## config.mk

```make
export PLATFORM = sky130hd
export DESIGN_NAME = lpc_io_cycle_slave
export DESIGN_NICKNAME = d
export VERILOG_FILES = /design/src/rtl/lpc_pkg.sv /design/src/rtl/lpc_io_cycle_slave.sv
export SDC_FILE = /design/constraint.sdc
export NUM_CORES = 1
export LEC_CHECK = 0
export BUFFER_PORTS_ARGS = -buffer_cell sky130_fd_sc_hd__buf_2
export CELL_PAD_IN_SITES_DETAIL_PLACEMENT = 1
export CELL_PAD_IN_SITES_GLOBAL_PLACEMENT = 2
export CORE_AREA = 4 4 79 81
export CTS_BUF_LIST = sky130_fd_sc_hd__clkbuf_4
export CTS_CLUSTER_DIAMETER = 30
export CTS_CLUSTER_SIZE = 24
export DETAILED_ROUTE_END_ITERATION = 6
export DIE_AREA = 0 0 83 85
export GPL_TIMING_DRIVEN = 0
export HOLD_SLACK_MARGIN = 0.03
export MAX_ROUTING_LAYER = met4
export PLACE_DENSITY = 0.83
export SETUP_SLACK_MARGIN = 0.02
export SYNTH_ARGS = -nofsm -noshare
export SYNTH_HDL_FRONTEND = slang
export SYNTH_SLANG_ARGS = --single-unit
```

## constraint.sdc

```tcl
create_clock -name LpcClock -period 5.6 [get_ports LpcClock]
set_input_delay 1.12 -clock LpcClock [delete_from_list [all_inputs] [get_ports LpcClock]]
set_output_delay 1.12 -clock LpcClock [all_outputs]
set_load 0.1 [all_outputs]
```

## src/rtl/lpc_pkg.sv

```systemverilog
// Shared LPC target definitions: FSM states, cycle types, SYNC codes.
// Imported by the I/O-cycle front end.
package lpc_pkg;

  typedef enum logic [3:0] {
    IDLE,
    CYCTYPE,
    ADDR,
    WDATA,
    HTAR,
    SYNC,
    RDATA,
    PTAR,
    IGNORE
  } lpc_state_t;

  localparam logic [2:0] CYC_IO_RD = 3'b000;
  localparam logic [2:0] CYC_IO_WR = 3'b001;

  localparam logic [3:0] SYNC_READY = 4'h0;
  localparam logic [3:0] SYNC_LWAIT = 4'h6;
  localparam logic [3:0] SYNC_ERR   = 4'hA;

  localparam int LPC_WIN_BITS = 5;

endpackage

```

## src/rtl/lpc_io_cycle_slave.sv

```systemverilog
// LPC I/O-cycle target: decodes host I/O cycles into a 32-byte window,
// strobes the register bank and returns SYNC plus read data on LAD.
module lpc_io_cycle_slave #(
  parameter logic [15:0] BASE_ADDR  = 16'h0800,
  parameter logic [3:0]  SYNC_READY = 4'h0
) (
  input  logic       LpcClock,
  input  logic       PciReset,
  input  logic       LFRAME_N,
  input  logic [3:0] LAD_in,
  output logic [3:0] LAD_out,
  output logic       LAD_oe,
  output logic [7:0] Addr,
  output logic       Wr,
  output logic       Rd,
  output logic [7:0] DataWrSW,
  input  logic [7:0] RdData
);

  import lpc_pkg::*;

  lpc_state_t  state;
  lpc_state_t  nxt;
  logic [1:0]  cnt;
  logic        is_wr;
  logic [11:0] addr_sh;
  logic [3:0]  data_lo;
  logic [7:0]  rd_data;
  logic [15:0] io_addr;
  logic        hit;
  logic        io_cyc;

  assign io_addr = {addr_sh, LAD_in};
  assign hit = io_addr[15:LPC_WIN_BITS]
            == BASE_ADDR[15:LPC_WIN_BITS];
  assign io_cyc = (LAD_in[3:1] == CYC_IO_RD)
               || (LAD_in[3:1] == CYC_IO_WR);

  always_comb begin
    nxt = state;
    unique case (state)
      IDLE:    nxt = IDLE;
      CYCTYPE: nxt = io_cyc ? ADDR : IGNORE;
      ADDR: begin
        if (cnt == 2'd3) begin
          if (!hit)       nxt = IGNORE;
          else if (is_wr) nxt = WDATA;
          else            nxt = HTAR;
        end
      end
      WDATA:   if (cnt == 2'd1) nxt = HTAR;
      HTAR:    if (cnt == 2'd1) nxt = SYNC;
      SYNC:    nxt = is_wr ? PTAR : RDATA;
      RDATA:   if (cnt == 2'd1) nxt = PTAR;
      PTAR:    if (cnt == 2'd1) nxt = IDLE;
      IGNORE:  nxt = IGNORE;
      default: nxt = IDLE;
    endcase
    // host framing wins over everything
    if (!LFRAME_N)
      nxt = (LAD_in == 4'h0) ? CYCTYPE : IDLE;
  end

  always_ff @(posedge LpcClock or negedge PciReset) begin
    if (!PciReset) begin
      state    <= IDLE;
      cnt      <= '0;
      is_wr    <= 1'b0;
      addr_sh  <= '0;
      data_lo  <= '0;
      rd_data  <= '0;
      Addr     <= '0;
      DataWrSW <= '0;
    end else begin
      state <= nxt;
      cnt   <= (nxt != state) ? 2'd0 : cnt + 2'd1;
      if (state == CYCTYPE)
        is_wr <= (LAD_in[3:1] == CYC_IO_WR);
      if (state == ADDR)
        addr_sh <= io_addr[11:0];
      if (state == ADDR && (nxt == WDATA || nxt == HTAR))
        Addr <= {{(8-LPC_WIN_BITS){1'b0}},
                 io_addr[LPC_WIN_BITS-1:0]};
      if (state == WDATA && cnt == 2'd0)
        data_lo <= LAD_in;
      if (state == WDATA && nxt == HTAR)
        DataWrSW <= {LAD_in, data_lo};
      if (state == SYNC && nxt == RDATA)
        rd_data <= RdData;
    end
  end

  // LAD and strobes come from registered state only
  always_comb begin
    LAD_oe  = 1'b0;
    LAD_out = 4'hF;
    Wr      = 1'b0;
    Rd      = 1'b0;
    unique case (1'b1)
      (state == SYNC): begin
        LAD_oe  = 1'b1;
        LAD_out = SYNC_READY;
        Wr      = is_wr;
        Rd      = !is_wr;
      end
      (state == RDATA): begin
        LAD_oe  = 1'b1;
        LAD_out = cnt[0] ? rd_data[7:4] : rd_data[3:0];
      end
      (state == PTAR): LAD_oe = (cnt == 2'd0);
      default: ;
    endcase
  end

endmodule

```

==> results of run 1 <==
## Yosys cell counts (2+ instances only)
library cell                count  area, um^2
sky130_fd_sc_hd__nand2_1       13        48.8
sky130_fd_sc_hd__nand3_1        7        35.0
sky130_fd_sc_hd__ha_1           3        37.5
sky130_fd_sc_hd__o2111ai_1      2        17.5
sky130_fd_sc_hd__nor4_1         3        18.8
sky130_fd_sc_hd__or4_1          2        15.0
sky130_fd_sc_hd__or2_2          2        12.5
sky130_fd_sc_hd__o21ai_0        9        45.0
sky130_fd_sc_hd__nor2b_1        7        43.8
sky130_fd_sc_hd__nor2_1        13        48.8
sky130_fd_sc_hd__nand4_1        2        12.5
sky130_fd_sc_hd__dfrtp_1       44        1100
sky130_fd_sc_hd__nand2b_1       2        12.5
sky130_fd_sc_hd__nand3b_1       2        15.0
sky130_fd_sc_hd__clkbuf_1       7        26.3
sky130_fd_sc_hd__mux2_2        37         417
sky130_fd_sc_hd__buf_4          4        30.0
sky130_fd_sc_hd__inv_1          3        11.3
sky130_fd_sc_hd__nor3_1         2        10.0
sky130_fd_sc_hd__a21oi_1        2        10.0
sky130_fd_sc_hd__a211oi_1       4        30.0
## worst paths after layout
kind | to | slack [ns] | cells after the start
worst max register to register | DataWrSW[0] | 2.74 | 5
min in group asynchronous | rd_data[2] | 0.91 | 1
worst min-delay path | rd_data[3] | 0.51 | 1
worst max-delay path | LAD_out[1] | 1.90 | 6
worst min register to register | rd_data[3] | 0.51 | 1
max in group asynchronous | addr_sh[6] | 4.08 | 1
## registers in the layout, indices dropped and copies added, names as in the netlist
register	flops
is_wr	1
state	4
addr_sh	12
rd_data	8
cnt	2
DataWrSW	8
Addr	5
data_lo	4
## critical path, delay by kind of cell (launching register included)
family	cells	cell delay (ns)
simple gates	1	0.26
flops	1	0.48
compound gates	2	0.26
buf+inv	3	1.24
## cell families (layout without fill, tap and decap cells)
group | count (synthesis) | in the layout | synth area share, %
other cells | 1 | 3 | 0.168
buf+inv | 16 | 56 | 3.42
compound gates | 29 | 29 | 9.97
mux | 38 | 38 | 19.1
flops | 44 | 44 | 49.3
simple gates | 63 | 63 | 16.0
xor+xnor | 1 | 1 | 0.392
fa+ha+maj | 3 | 3 | 1.68
## metrics by stage
| stage | total power [W] | std cells | hold slack, ns | setup slack, ns | utilization (%) |
|---|---|---|---|---|---|
| floorplan | 0.000380 | 197 | 0.471 | 1.16 | - |
| detailed placement | 0.000407 | 302 | 0.486 | 2.29 | 45.6 |
| finish | 0.000551 | 309 | 0.510 | 1.90 | 46.5 |
| global placement | 0.000405 | 302 | 0.483 | 2.30 | 45.6 |
| global route | 0.000581 | 309 | 0.535 | 1.69 | 46.5 |
| CTS | 0.000558 | 309 | 0.516 | 1.89 | 46.5 |
## routing by layer
metal	track usage, %	wire length [um]	up-vias
met5	-	0	-
met4	4.46	29	0
met3	3.69	226	2
met2	23.9	2420	30
met1	21.6	2450	846
li1	-	-	791
## area by class of cell
cell class | instances | area (um^2)
fill | 624 | 2930
sequential | 44 | 1100
multi-input combinational | 137 | 1060
timing repair buffer | 33 | 165
tap | 72 | 90.1
buffer | 13 | 65.1
clock buffer | 5 | 37.5
clock inverter | 2 | 12.5
inverter | 3 | 11.3
## power by group
group	internal, W	total [W]	switching, W
Combinational	0.0000214	0.0000666	0.0000453
Clock	0.0000460	0.000151	0.000105
Sequential	0.000326	0.000333	0.00000767
==> impl_summary.txt, run 1 <==
----------------------------------------------------
[Global routing]
  Antenna violations before repair ... 0
  Global-route wire length before repair ... around 9000 um
  GR Overflow Total ... 0
  Maximum number of pins on one net before global-route repair ... 45
  Aggregate global-route resource usage ... between 10% and 20%
  Vias in the first global route ... 1,716

[Critical path]
  Beginning of the worst register-to-register path ... state[0]
  Standard cell with the maximum stage delay on the critical path ... sky130_fd_sc_hd__dfrtp_1
  Arrival time at the worst endpoint ... about 2.6 ns
  Type of element launching the critical path ... register
  Critical Path Fanout Max ... 10
  Beginning of the critical path ... state[0]
  Worst Setup End Kind ... primary output
  Critical path type ... reg2out
  Delay contributed by the slowest stage of the critical path ... between 0.4 and 0.5 ns
  Most used cell, CP ... sky130_fd_sc_hd__clkbuf_1
  Cells along the critical path ... clkbuf_1 > clkbuf_1 > nand2b_1 > a211oi_1 > o21ai_0 > buf_2
  Critical path required time ... around 4.5 ns

[Clocking]
  Num Clock Sinks ... between 40 and 50
  Setup repair bufs after CTS ... 0
  Number of buffers inserted during clock tree synthesis ... 5
  Clock root buffer master ... sky130_fd_sc_hd__clkbuf_4
  Number of buffers added to fix hold violations after cts ... 0
  Resize count post-CTS ... 0
  Clock tree buffer depth ... 2
  Clock Latency Late Sink ... 0.35 ns
  Clock slew seen by the registers of the worst setup and hold paths ... approximately 0.13 ns
  Number of H-tree levels ... 2
  TritonCTS clock tree ... yes

[Route]
  Remaining antenna violation count ... 0
  Vias per inst ... between 5 and 6
  Avg WL per Cell ... roughly 17 um
  Starting DRT DRC Count ... between 80 and 90
  Via Count ... approximately 1,700
  Wire length after detailed routing ... a little over 5000 um
  Detailed-routing iteration count for the pre-antenna-repair pass ... 4
  Number of remaining DRC errors ... 0

[Layout]
  Most used cells in the layout excluding fill and tap cells ... 44 x sky130_fd_sc_hd__dfrtp_1, 37 x sky130_fd_sc_hd__mux2_2, 34 x sky130_fd_sc_hd__buf_2
  Most common cell after layout, fill and taps aside ... sky130_fd_sc_hd__dfrtp_1
  Fraction of final layout cells with drive strength greater than 1 ... a little under two fifths
  Nets ... around 260
  Antenna diode count ... 0
  Final Instance Area ... around 0.0025 mm^2
  P&R area growth vs syn ... 14.0%

[Synthesis]
  Yosys warns ... 0
  Dominant register cell in the synthesized netlist ... sky130_fd_sc_hd__dfrtp_1
  Average cell area after synthesis ... around 11 um^2
  Part of the Yosys area used for sequential elements ... roughly half
  Post-synthesis instance total ... 195
  EDFF count, synth ... 0
  Post-synth design cell area ... between 0.002 and 0.0025 mm^2
  Netlist cell types ... 46
  Async SR Flop Fraction ... 100%
  Number of flip-flops and latches in the synthesized netlist ... between 40 and 50

[Pwr]
  Max VDD drop ... 0.133 mV
  Areal power density over the cells ... ~220 mW/mm^2
  Leakage component of the power ... about 1.2 nW

[STA]
  Final setup skew ... 0.00807 ns
  Setup TNS ... 0 ns
  Maximum clock frequency ... 270 MHz
  Hold Vio Cnt, Final ... 0
  Final critical path time including I/O delays and setup ... roughly 3.7 ns
  Transition at the pin with the smallest max-transition slack ... about 1 ns
  Final-report max-slew violation count ... 0
  Relative max-transition margin ... roughly a third
  RSZ-0062 raised after global routing ... false
  Endpoints failing setup ... 0
  Tcrit/Tclk final ... about two thirds

[Floorplanning]
  Die outline height ... ~85 um
  Total number of placement rows ... 27
  DIE WIDTH ... just over 80 um
  Initial Util ... slightly above 40%
  Full die area ... around 0.007 mm^2
  IO Pins ... 38
  Area of the core ... about 0.0055 mm^2

[Flow run]
  Maxcap violations ... 0

[Place]
  Post-DP HPWL ... around 3800 um
  Final GP Congestion ... roughly 0.8
  Placed cell area ... 0.00250 mm^2
  Port bufs ... 33

[Min path]
  Worst min-delay path category ... reg2reg
  Source of the worst hold timing path ... rd_data[3]

[Run status]
  Status ... finished, final reports clean

----------------------------------------------------
(Power assumes the default switching activity.)
==> inputs of run 2 (changes only) <==
- ABC_AREA: not set -> 1
- CORE_AREA: 4 4 79 81 -> 4 4 88 90
- DIE_AREA: 0 0 83 85 -> 0 0 92 94
- PLACE_DENSITY: 0.83 -> 0.76
- clock period: 5.6 -> 3.5 ns (I/O delays scaled with it)
==> impl_summary.txt, run 2 <==
----------------------------------------------------
[Place]
  Port bufs ... 33
  Post-DP HPWL ... ~4400 um
  Worst-case setup slack after placement ... between 1 and 1.5 ns
  Final GP Congestion ... 0.787

[Clocking]
  Clock slew seen by the registers of the worst setup and hold paths ... approximately 0.16 ns
  Num Clock Sinks ... 44
  TritonCTS clock tree ... yes
  Number of buffers inserted during clock tree synthesis ... 5
  Clock root buffer master ... sky130_fd_sc_hd__clkbuf_4
  Resize count post-CTS ... 0
  Number of buffers added to fix hold violations after cts ... 0
  Clock tree buffer depth ... 2
  Clock Latency Late Sink ... about 0.37 ns
  Number of H-tree levels ... 2
  Setup repair bufs after CTS ... 0

[Global routing]
  Antenna violations before repair ... 0
  Global-route wire length before repair ... ~10000 um
  GR Overflow Total ... 0
  Aggregate global-route resource usage ... between 10 and 15%
  Maximum number of pins on one net before global-route repair ... 45
  Vias in the first global route ... between 2,000 and 2,500

[Synthesis]
  Part of the Yosys area used for sequential elements ... between 40% and 50%
  Portion of synthesized cell area occupied by the leading cell type ... roughly half
  Cell with the most instances after synthesis ... sky130_fd_sc_hd__nand2_1
  Number of flip-flops and latches in the synthesized netlist ... 44
  Commonest cells in the netlist ... 102 x sky130_fd_sc_hd__nand2_1, 44 x sky130_fd_sc_hd__dfrtp_1, 26 x sky130_fd_sc_hd__inv_1, 22 x sky130_fd_sc_hd__nand3_1, 22 x sky130_fd_sc_hd__nor2_1
  Biggest area consumer among synthesized cells ... sky130_fd_sc_hd__dfrtp_1
  Yosys warns ... 0
  Post-synthesis instance total ... between 200 and 300
  Top cells by area, synth ... sky130_fd_sc_hd__dfrtp_1 49%, sky130_fd_sc_hd__nand2_1 17%, sky130_fd_sc_hd__nand3_1 4.9%
  Post-synth design cell area ... 0.00226 mm^2
  Async SR Flop Fraction ... 100%
  Dominant register cell in the synthesized netlist ... sky130_fd_sc_hd__dfrtp_1
  Netlist cell types ... 27
  Average cell area after synthesis ... 7.86 um^2
  EDFF count, synth ... 0

[Critical path]
  Beginning of the critical path ... state[3]
  Cell count along the critical path ... 4
  Critical path required time ... 2.80 ns
  Type of element launching the critical path ... register
  Critical path type ... reg2out
  Worst reg2reg endpoint ... rd_data[3]
  Standard cell with the maximum stage delay on the critical path ... sky130_fd_sc_hd__dfrtp_1
  Category of cells accounting for the largest share of critical-path delay ... flip-flops
  Cells along the critical path ... nor2_2 > nand2_2 > o31ai_1 > buf_2
  Arrival time at the worst endpoint ... roughly 2 ns
  Worst Setup End Kind ... primary output
  Worst Path Buf+Inv ... 1
  Worst-case register-to-register setup slack ... roughly 1.4 ns
  Critical Path Fanout Max ... 5
  Delay contributed by the slowest stage of the critical path ... 0.48 ns
  Beginning of the worst register-to-register path ... cnt[0]
  Capture point of the critical path ... LAD_out[3]
  Worst-case reg-to-reg path depth ... 11

[Layout]
  Largest registers ... addr_sh (12), DataWrSW (8), rd_data (8)
  Most common cell after layout, fill and taps aside ... sky130_fd_sc_hd__nand2_1
  Antenna diode count ... 0
  Fraction of final layout cells with drive strength greater than 1 ... between 20% and 30%
  Top reg by flops ... addr_sh
  Largest register FFs ... 12
  Nets ... about 350
  Most used cells in the layout excluding fill and tap cells ... 102 x sky130_fd_sc_hd__nand2_1, 44 x sky130_fd_sc_hd__dfrtp_1, 33 x sky130_fd_sc_hd__buf_2
  P&R area growth vs syn ... 17.0%

[Floorplanning]
  Die outline height ... 94 um
  DIE WIDTH ... about 90 um
  IO Pins ... 38
  Area of the core ... 0.00706 mm^2
  Initial Util ... 32.1%
  Full die area ... approximately 0.0086 mm^2
  Total number of placement rows ... 31

[Route]
  Remaining antenna violation count ... 0
  Avg WL per Cell ... around 13 um
  Via Count ... between 1,500 and 2,000
  Number of remaining DRC errors ... 0
  Wire length after detailed routing ... 5750 um
  Detailed-routing iteration count for the pre-antenna-repair pass ... 4
  Vias per inst ... 4.52
  Starting DRT DRC Count ... 33

[STA]
  Hold Vio Cnt, Final ... 0
  Tcrit/Tclk final ... 77.2%
  Least setup slack across all paths after layout ... around 0.80 ns
  Endpoints failing setup ... 0
  Final critical path time including I/O delays and setup ... between 2 and 3 ns
  Transition at the pin with the smallest max-transition slack ... ~1 ns
  RSZ-0062 raised after global routing ... false
  Final-report max-slew violation count ... 0
  Setup TNS ... 0 ns
  Maximum clock frequency ... between 300 and 400 MHz
  Relative max-transition margin ... 32.9%
  Final setup skew ... about 0.019 ns

[Pwr]
  Leakage component of the power ... 1.46 nW
  Max VDD drop ... 0.140 mV
  Post-layout power ... between 0.001 and 0.0015 W
  Areal power density over the cells ... 441 mW/mm^2

[Run status]
  Status ... finished, final reports clean

[Min path]
  Worst min-delay path category ... in2async

[Flow run]
  Maxcap violations ... 0

----------------------------------------------------
[run 2: cell types whose count changed after synthesis, sizes merged, moves of 3 or more]
| cell | previous run | this run |
|---|---|---|
| nor2b | 7 | 0 |
| clkbuf | 7 | 2 |
| a21oi | 2 | 6 |
| o21ai | 9 | 19 |
| nor4 | 3 | 0 |
| nor2 | 13 | 29 |
| mux2 | 37 | 3 |
| a211oi | 4 | 0 |
| nand3 | 8 | 22 |
| inv | 3 | 32 |
| nand2 | 13 | 110 |
| o31ai | 1 | 5 |
[run 2: layout make-up]
cell class / instances / area (um^2)
Clock buffer: 5 / 37.5
Clock inverter: 3 / 46.3
Buffer: 6 / 41.3
Multi-Input combinational cell: 208 / 1010
Tap cell: 99 / 124
Fill cell: 901 / 4410
Timing Repair Buffer: 33 / 165
Sequential cell: 44 / 1100
Inverter: 32 / 120
[run 2: worst min-delay path by stage]
stage / startpoint / cells after the start / endpoint / slack, ns
after CTS: Addr[4] / 2 / Addr[4] / 0.49
after global placement: Addr[4] / 2 / Addr[4] / 0.45
after floorplan: PciReset / 0 / Addr[0] / 0.40
final: PciReset / 1 / addr_sh[2] / 0.48
after global routing: Addr[1] / 2 / Addr[1] / 0.52
after detailed placement: Addr[1] / 2 / Addr[1] / 0.46
[run 2: logic make-up after synthesis]
group	Yosys count	share of synthesized area (%)
AND/OR/NAND/NOR	167	32.9
flip-flops	44	48.6
buffers and inverters	38	7.13
AO/OA/AOI/OAI	32	7.96
multiplexers	3	1.49
adder cells (fa/ha/maj)	3	1.66
other	1	0.166
[run 2: where the power goes]
group / switching [W] / total (W) / internal, W
clock network: 0.000192 / 0.000345 / 0.000153
registers: 0.0000415 / 0.000605 / 0.000563
logic: 0.000147 / 0.000219 / 0.0000717
[run 2: routing by layer]
layer	GRT usage, %	wire length, um	vias up
met5	-	0	-
met4	2.97	21	0
met3	3.04	187	4
met2	24.8	2760	34
met1	18.8	2770	918
li1	-	-	986
[run 2: through the flow]
stage	std cells	utilization, %	hold WS [ns]	area (um^2)
6_report	430	37.5	0.483	2650
5_1_grt	430	37.5	0.515	2650
4_1_cts	430	37.5	0.493	2650
3_5_place_dp	422	36.3	0.459	2560
3_3_place_gp	422	36.3	0.452	2560
2_1_floorplan	290	-	0.404	2280
==> inputs of run 3 (changes only) <==
- clock period: 3.5 -> 2.7 ns (I/O delays scaled with it)
==> impl_summary.txt, run 3 (synthesis gave the netlist of run 2 again) <==
----------------------------------------------------
[Layout]
  Fraction of final layout cells with drive strength greater than 1 ... 22.1%
  Post-route insts no fill ... 430
  Nets ... 348
  Top reg by flops ... addr_sh
  Most used cells in the layout excluding fill and tap cells ... 102 x sky130_fd_sc_hd__nand2_1, 44 x sky130_fd_sc_hd__dfrtp_1, 31 x sky130_fd_sc_hd__buf_2
  P&R area growth vs syn ... 17.2%
  Most common cell after layout, fill and taps aside ... sky130_fd_sc_hd__nand2_1
  Largest registers ... addr_sh (12), DataWrSW (8), rd_data (8)
  Fill cell count ... roughly 900
  Antenna diode count ... 0
  Largest register FFs ... 12

[Floorplanning]
  Die outline height ... ~94 um
  Initial Util ... around a third
  DIE WIDTH ... roughly 92 um
  Full die area ... 0.00865 mm^2
  Area of the core ... 0.00706 mm^2
  IO Pins ... 38
  Total number of placement rows ... 31

[Clocking]
  Number of buffers added to fix hold violations after cts ... 0
  TritonCTS clock tree ... yes
  Num Clock Sinks ... between 40 and 50
  Clock root buffer master ... sky130_fd_sc_hd__clkbuf_4
  Number of buffers inserted during clock tree synthesis ... 5
  Clock tree buffer depth ... 2
  Clock slew seen by the registers of the worst setup and hold paths ... between 0.15 and 0.2 ns
  Clock Latency Late Sink ... 0.37 ns
  Number of H-tree levels ... 2

[Critical path]
  Type of element launching the critical path ... register
  Worst reg2reg endpoint ... rd_data[3]
  Capture point of the critical path ... LAD_out[0]
  Critical path type ... reg2out
  Worst-case register-to-register setup slack ... a little under 0.6 ns
  Critical path required time ... approximately 2.2 ns
  Worst Setup End Kind ... primary output
  Worst-case reg-to-reg path depth ... 11
  Beginning of the critical path ... state[3]
  Beginning of the worst register-to-register path ... cnt[0]
  Critical Path Fanout Max ... 5
  Arrival time at the worst endpoint ... 1.96 ns

[Global routing]
  Global-route wire length before repair ... roughly 10000 um
  Antenna violations before repair ... 0
  Aggregate global-route resource usage ... 14.8%
  GR Overflow Total ... 0
  Maximum number of pins on one net before global-route repair ... 45
  Vias in the first global route ... between 2,000 and 2,500

[Route]
  Detailed-routing iteration count for the pre-antenna-repair pass ... 4
  Remaining antenna violation count ... 0
  Starting DRT DRC Count ... 33
  Vias per inst ... ~4.5
  Via Count ... roughly 1,900
  Wire length after detailed routing ... 5750 um
  Number of remaining DRC errors ... 0
  Avg WL per Cell ... 13.4 um

[STA]
  Final critical path time including I/O delays and setup ... 2.50 ns
  Transition at the pin with the smallest max-transition slack ... 1.01 ns
  Hold Vio Cnt, Final ... 0
  Relative max-transition margin ... 33.0%
  Worst Hold Slack ... ~0.32 ns
  Maximum clock frequency ... between 300 and 400 MHz
  RSZ-0062 raised after global routing ... false
  Endpoints failing setup ... 0
  Final setup skew ... approximately 0.019 ns
  Tcrit/Tclk final ... a little over 90%
  Final-report max-slew violation count ... 0

[Place]
  Number of placed cells counting well taps ... 422
  Final GP Congestion ... roughly 0.79
  Post-DP HPWL ... between 4000 and 5000 um
  Port bufs ... 33

[Pwr]
  Areal power density over the cells ... around 570 mW/mm^2
  Post-layout power ... 0.00152 W
  Leakage component of the power ... between 1 and 1.5 nW
  Max VDD drop ... ~0.19 mV

[Flow run]
  Maxcap violations ... 0

[Min path]
  Worst min-delay path category ... in2async

[Run status]
  Status ... finished, final reports clean

----------------------------------------------------
==> run 3: cell types whose count changed in the layout (fill, tap and decap cells not counted), sizes merged <==
cell    before  now
buf         37   35
clkbuf       7    9
==> run 3: cell type report <==
class | count | area (um^2) | share of cell area, %
buffer | 6 | 41.3 | 1.56
clock buffer | 5 | 37.5 | 1.41
tap | 99 | 124 | 4.67
sequential | 44 | 1100 | 41.5
clock inverter | 3 | 46.3 | 1.74
inverter | 32 | 120 | 4.53
multi-input combinational | 208 | 1010 | 38.2
timing repair buffer | 33 | 170 | 6.41
==> run 3: how the worst min path moves through the flow <==
stage | endpoint | startpoint | depth (start not counted) | slack (ns)
finish | addr_sh[2] | PciReset | 1 | 0.32
global route | rd_data[1] | RdData[1] | 3 | 0.37
CTS | Addr[2] | PciReset | 1 | 0.38
detailed placement | Addr[1] | Addr[1] | 2 | 0.46
global placement | Addr[4] | Addr[4] | 2 | 0.45
floorplan | Addr[0] | PciReset | 0 | 0.24
==> run 3: through the flow <==
| stage | utilization, % | worst slack (ns) | area [um^2] | setup TNS [ns] |
|---|---|---|---|---|
| after CTS | 37.5 | 0.132 | 2650 | 0 |
| after global placement | 36.3 | 0.537 | 2560 | 0 |
| final | 37.6 | 0.197 | 2650 | 0 |
| after global routing | 37.6 | 0.0276 | 2650 | 0 |
| after detailed placement | 36.3 | 0.569 | 2560 | 0 |
| after floorplan | - | -0.849 | 2280 | -3.41 |
==> run 3: what timing repair did <==
| item | in CTS | in global routing |
|---|---|---|
| setup buffers | 0 | 0 |
| endpoints found under the hold margin | 0 | 0 |
| gates resized for setup | 0 | 2 |
| endpoints found under the setup margin | 0 | 2 |
==> run 3: power by group <==
| part | total [W] | switching, W | leakage (nW) | internal (W) |
|---|---|---|---|---|
| Combinational | 0.000285 | 0.000192 | 0.831 | 0.0000931 |
| Sequential | 0.000784 | 0.0000536 | 0.591 | 0.000730 |
| Clock | 0.000449 | 0.000250 | 0.0418 | 0.000198 |
==> run 3: per-layer routing <==
layer	share of wire (%)	up-vias	wire (um)	GRT usage (%)
met2	48	32	2750	24.8
met1	49	920	2790	18.8
met4	0.40	0	23	2.97
met5	0	-	0	-
met3	3.2	3	185	3.04
li1	-	990	-	-
==> run 3: worst max-delay path, stage by stage, from the launching register on <==
cell	delay (ns)
sky130_fd_sc_hd__dfrtp_1	0.48
sky130_fd_sc_hd__nor2_2	0.26
sky130_fd_sc_hd__nand2_2	0.15
sky130_fd_sc_hd__o31ai_1	0.23
sky130_fd_sc_hd__buf_2	0.47
